File: src/rtl/arm_mem_pkg.sv
// Shared types and default constants for the wait-state data memory.
// State encoding is fixed so that debug tools can decode the raw state bits.
package arm_mem_pkg;

  typedef enum logic [1:0] {
    IDLE = 2'd0,
    WAIT = 2'd1,
    DONE = 2'd2
  } state_t;

  localparam int DEF_DATA_W    = 32;
  localparam int DEF_ADDR_W    = 32;
  localparam int DEF_DEPTH     = 64;
  localparam int DEF_BASE_ADDR = 32'h400;
  localparam int DEF_LATENCY   = 2;

  // Wide enough for the largest legal LATENCY (15).
  localparam int CNT_W = 4;

endpackage

File: src/rtl/mem_array.sv
// DEPTH x DATA_W storage: synchronous write, asynchronous read, no reset.
// Contents are undefined until written.
module mem_array #(
  parameter int DATA_W = 32,
  parameter int DEPTH  = 64,
  parameter int IDX_W  = 6
) (
  input  logic              clk,
  input  logic              we,
  input  logic [IDX_W-1:0]  waddr,
  input  logic [DATA_W-1:0] wdata,
  input  logic [IDX_W-1:0]  raddr,
  output logic [DATA_W-1:0] rdata
);

  logic [DATA_W-1:0] mem [DEPTH];

  always_ff @(posedge clk) begin
    if (we) mem[waddr] <= wdata;
  end

  assign rdata = mem[raddr];

endmodule

File: src/rtl/data_mem_wait.sv
// Word memory with a fixed number of wait states per access; ready pulses once per access.
// The requester holds w_en/r_en/address/data until ready; the write and read sample happen on the WAIT->DONE edge.
module data_mem_wait
  import arm_mem_pkg::*;
#(
  parameter int          DATA_W    = DEF_DATA_W,
  parameter int          ADDR_W    = DEF_ADDR_W,
  parameter int          DEPTH     = DEF_DEPTH,
  parameter int unsigned BASE_ADDR = DEF_BASE_ADDR,
  parameter int          LATENCY   = DEF_LATENCY
) (
  input  logic              clk,
  input  logic              rst,
  input  logic              w_en,
  input  logic              r_en,
  input  logic [ADDR_W-1:0] address,
  input  logic [DATA_W-1:0] data,
  output logic [DATA_W-1:0] out,
  output logic              ready,
  output logic              addr_err
);

  localparam int IDX_W = (DEPTH > 1) ? $clog2(DEPTH) : 1;
  localparam logic [CNT_W-1:0] LAT_M1 = CNT_W'(LATENCY - 1);

  state_t            state;
  logic [CNT_W-1:0]  cnt;
  logic [ADDR_W-1:0] offset;
  logic [IDX_W-1:0]  idx;
  logic              out_of_range;
  logic              finish;
  logic              mem_we;
  logic [DATA_W-1:0] rd_word;

  // Byte offset from the window base; the two low bits select a byte and are dropped.
  assign offset       = address - ADDR_W'(BASE_ADDR);
  assign idx          = offset[IDX_W+1:2];
  assign out_of_range = (address < ADDR_W'(BASE_ADDR)) ||
                        ((offset >> 2) >= ADDR_W'(DEPTH));

  assign finish = (state == WAIT) && (cnt == '0);
  // A reset landing on the completing edge aborts the access, including its write.
  assign mem_we = finish && w_en && !out_of_range && !rst;

  mem_array #(
    .DATA_W (DATA_W),
    .DEPTH  (DEPTH),
    .IDX_W  (IDX_W)
  ) u_mem (
    .clk   (clk),
    .we    (mem_we),
    .waddr (idx),
    .wdata (data),
    .raddr (idx),
    .rdata (rd_word)
  );

  always_ff @(posedge clk) begin
    if (rst) begin
      state    <= IDLE;
      cnt      <= '0;
      out      <= '0;
      ready    <= 1'b0;
      addr_err <= 1'b0;
    end else begin
      ready    <= 1'b0;
      addr_err <= 1'b0;
      unique case (state)
        IDLE: begin
          if (w_en || r_en) begin
            state <= WAIT;
            cnt   <= LAT_M1;
          end
        end
        WAIT: begin
          if (cnt == '0) begin
            state    <= DONE;
            ready    <= 1'b1;
            addr_err <= out_of_range;
            // Write wins over read: out only moves for a pure read.
            if (r_en && !w_en) out <= out_of_range ? '0 : rd_word;
          end else begin
            cnt <= cnt - 1'b1;
          end
        end
        DONE:    state <= IDLE;
        default: state <= IDLE;
      endcase
    end
  end

endmodule

File: config.mk
export PLATFORM = sky130hd
export DESIGN_NAME = data_mem_wait
export DESIGN_NICKNAME = d
export VERILOG_FILES = /design/src/rtl/arm_mem_pkg.sv /design/src/rtl/mem_array.sv /design/src/rtl/data_mem_wait.sv
export SDC_FILE = /design/constraint.sdc
export NUM_CORES = 2
export LEC_CHECK = 0
export ABC_CLOCK_PERIOD_IN_PS = 5100
export CORE_MARGIN = 3
export CORE_UTILIZATION = 35
export CTS_CLUSTER_SIZE = 28
export DETAILED_ROUTE_END_ITERATION = 8
export HOLD_SLACK_MARGIN = 0.08
export PLACE_DENSITY = 0.58
export SYNTH_ARGS = -nofsm -noshare
export SYNTH_HDL_FRONTEND = slang
export SYNTH_HIERARCHICAL = 1
export SYNTH_SLANG_ARGS = --single-unit
File: constraint.sdc
create_clock -name clk -period 5.1 [get_ports clk]
set_input_delay 1.02 -clock clk [delete_from_list [all_inputs] [get_ports clk]]
set_output_delay 1.02 -clock clk [all_outputs]
set_load 0.01 [all_outputs]
==> summary.md <==
| Metric | Value |
|---|---|
| Status | `completed` |
| Max Cap Viol | `0` |
| Die ar. | `233,000 µm²` |
| Worst r2r dst | `u_mem/mem[14][31]$_DFFE_PP_` |
| Worst Path Max Fanout | `32` |
| Avg Vias per Cell | `5.34` |
| Post-synthesis cell area | `79,700 µm²` |
| Clock Tree Buf Depth | `3` |
| Largest area contributor in the synthesized netlist | `edfxtp_1` |
| Num CTS Buffers | `204` |
| Tcrit/Tclk final | `0.687` |
| Post-Synthesis Net Count | `3,562` |
| Sequential-to-total area share from yosys stat | `0.782` |
| Layout cells sized above 1 | `0.298` |
| Area taken by multi-input logic gates | `16,800 µm²` |
| Power per cell area | `377 nW/µm²` |
| Ys Warns | `6` |
| # H-tree levels | `4` |
| Worst min-delay path class | `register to register` |
| Pin count of the biggest net entering global routing | `65` |
| Area grow syn2layout | `16.8%` |
| Mean Syn Cell Area | `22.8 µm²` |
| Synth Register Bits | `2,088` |
| R2R Setup Slk | `1.75 ns` |
| Clock Tree Root | `clkbuf_16` |
| Initial Utilization | `0.353` |
| Vias in the first global route | `38,200` |
| Clk Latency, worst-skew pair | `0.83 ns` |
| Clk sink count | `2,088` |
| First-pass DRT Iterations | `5` |
| Seq. cell area | `62,300 µm²` |
| RSZ-0062 raised after global routing | `no` |
| Pleak | `28.8 nW` |
| Synth cell types | `54` |
| CP endpoint kind | `register` |
| Fin Setup TNS | `0 ns` |
| Post_cts resized | `0` |
| Clk pwr share | `0.413` |
| Initial antenna violation count | `15` |
| Core Area | `226,000 µm²` |
| Hold worst-path end | `out[22]$_SDFFE_PP0P_` |
| Switching Power | `7.43 mW` |
| Worst Setup Start Kind | `input port` |
| Post-route setup slack | `1.60 ns` |
| Slew @ Worst Pin | `1.27 ns` |
| DRT iter0 DRCs | `4,165` |
| Final hold viol count | `0` |
| Gr usage total | `0.169` |
| # IOs | `102` |
| Max Slew Vio Count | `0` |
| Top cells by area, synth | `edfxtp_1 (77%), mux4_2 (15%), mux2i_1 (1.2%)` |
| Gr ovfl total | `0` |
| Number of I/O port buffers | `99` |
| Headroom to the max-slew limit | `0.152` |
| Die W | `483 µm` |
| First-pass GRT wire length | `285,000 µm` |
| WP data arrival | `3.99 ns` |
| Post-synth EDFFs | `2,048` |
| Sw frac | `0.212` |
| Asr flop ratio synth | `0` |
| CTS clock-pin slew for the worst setup and hold paths | `0.06 ns` |
| # nets final | `3,911` |
| Worst EP required | `5.59 ns` |
| Die height | `483 µm` |
| Via count | `37,400` |
| DP Wirelength | `116,000 µm` |
| Wire length per cell | `28.4 µm` |
| GPL Wtd Cong | `0.764` |
| # setup viols final | `0` |
| Post CTS Setup Buffer Count | `0` |
| Worst Hold Launch | `out[22]$_SDFFE_PP0P_` |
| DR DRC count | `0` |
| FMAX | `0.285 GHz` |
| FF-to-FF Start | `cnt[0]$_SDFFE_PP0P_` |
| Most common flop cell mapped by yosys | `edfxtp_1` |
| Num rows | `174` |
| Kind of critical path | `input port to register` |
| ANT nets after route | `0` |
| Fillers | `19,600` |
| Min cycle time layout | `3.50 ns` |
| WL final | `199,000 µm` |
| Peak VDD IR | `0.289 mV` |
| Area share of the largest cell type after synthesis | `0.772` |
| Synthesized instance count | `3,492` |
| Pre-CTS setup slack | `0.777 ns` |
| R2R depth | `12` |
| Int Power | `27.6 mW` |
| Power share of the combinational group | `0.049` |
| Hold_buf cts | `0` |
| Register share of total power | `0.537` |
| CTS tree | `yes` |
| Hold path depth | `2` |
| Setup Skew | `0.0314 ns` |
## layer usage
metal / wire length [µm] / global-route usage / vias to the layer above
met5: 0 / 0 / -
met4: 4390 / 0.0431 / 0
met3: 11500 / 0.0261 / 240
met2: 99500 / 0.282 / 1189
met1: 83900 / 0.232 / 20400
li1: - / - / 15600
## Yosys cell counts (all sizes together) (2+ instances only)
library cell and n:
and2 2, and3 4, mux4 544, a31oi 2, o22ai 84, clkbuf 77
a21oi 64, or3b 6, nand2 61, a22oi 12, nand3 8, o221ai 27
a311oi 8, buf 112, nor2 143, o32ai 4, o21ai 33, dfxtp 40
nand3b 5, xor2 2, nor2b 16, nor3 14, nand4 2, nor4b 3
inv 35, nor4 4, o21a 3, nand2b 9, a41o 4, ha 2
or2 5, or3 5, edfxtp 2048, mux2i 93
## placed cells by master (no fill, tap or decap), types with 10 or more instances in the layout
cell             instances
o221ai_1                27
clkbuf_16              207
mux2i_1                 93
nor2_4                  62
a21oi_1                 64
clkdlybuf4s50_1         62
edfxtp_1              2048
o21ai_2                 30
bufinv_16               11
clkbuf_1                56
mux4_2                 544
clkinv_1                50
dfxtp_1                 40
clkinv_2                26
nor3_1                  12
clkbuf_8                10
inv_1                   35
buf_2                   33
buf_12                  87
a22oi_1                 12
nor2_1                  81
buf_4                  146
nand2_1                 61
nor2b_1                 16
o22ai_1                 84
## flip-flops by register name, indices dropped and copies added, names as in the netlist
| register | cells |
|---|---|
| u_mem/mem | 2048 |
| out | 32 |
| cnt | 4 |
| state | 2 |
| addr_err | 1 |
| ready | 1 |
## cell families (layout without fill, tap and decap cells)
logic type	Yosys count	in the layout	synth area share
AO/OA/AOI/OAI	246	246	0.0213
XOR/XNOR	2	2	0.000220
adder cells (fa/ha/maj)	3	3	0.000440
buffers and inverters	224	747	0.0135
flip-flops	2088	2088	0.782
multiplexers	637	637	0.165
other	0	2	0
AND/OR/NAND/NOR	292	292	0.0170
## critical path, stage by stage
cell and delay [ns]:
clkdlybuf4s50_1 0.42, maj3_1 0.38, o41ai_2 0.41, nand3_1 0.17, nor3_1 0.22, buf_4 0.23, nor2b_1 0.30, nand3_1 0.11
buf_4 0.23, nor2_4 0.16, buf_12 0.28
## per-stage QoR
stage	total power [mW]	hold slack [ns]	utilization	area, µm²	std cells
global placement	20.9	0.441	0.384	86700	6627
CTS	35.4	0.455	0.413	93100	7007
finish	35.1	0.451	0.413	93100	7009
detailed placement	21.0	0.441	0.384	86700	6627
global route	36.2	0.470	0.413	93100	7007
floorplan	20.1	0.456	-	79700	3492
## power by group through the flow
stage	Sequential, mW	Clock (mW)	Combinational [mW]
after global placement	19.2	0	1.73
after CTS	18.8	14.8	1.76
after detailed placement	19.2	0	1.75
after floorplan	19.2	0	0.912
final	18.8	14.5	1.73
after global routing	18.8	15.5	1.83
## cell type report
| type | instances | share of cell area |
|---|---|---|
| flip-flops and latches | 2088 | 0.669 |
| inverters | 35 | 0.00141 |
| multi-input cells | 1180 | 0.180 |
| repair buffers | 332 | 0.0395 |
| diodes | 2 | 0.0000538 |
| clock inverters | 107 | 0.00964 |
| well taps | 2992 | 0.0402 |
| clock buffers | 273 | 0.0594 |
## worst max path at each step
| stage | cells past startpoint | startpoint | to | slack (ns) |
|---|---|---|---|---|
| 3_5_place_dp | 11 | address[29] | u_mem/mem[14][15]$_DFFE_PP_ | 0.78 |
| 5_1_grt | 11 | address[29] | u_mem/mem[14][0]$_DFFE_PP_ | 1.44 |
| 4_1_cts | 11 | address[29] | u_mem/mem[14][24]$_DFFE_PP_ | 1.65 |
| 3_3_place_gp | 11 | address[29] | u_mem/mem[6][15]$_DFFE_PP_ | 0.80 |
| 2_1_floorplan | 7 | address[31] | u_mem/mem[62][0]$_DFFE_PP_ | 0.53 |
| 6_report | 11 | address[29] | u_mem/mem[14][31]$_DFFE_PP_ | 1.60 |
Power figures use the tool's default switching activity.
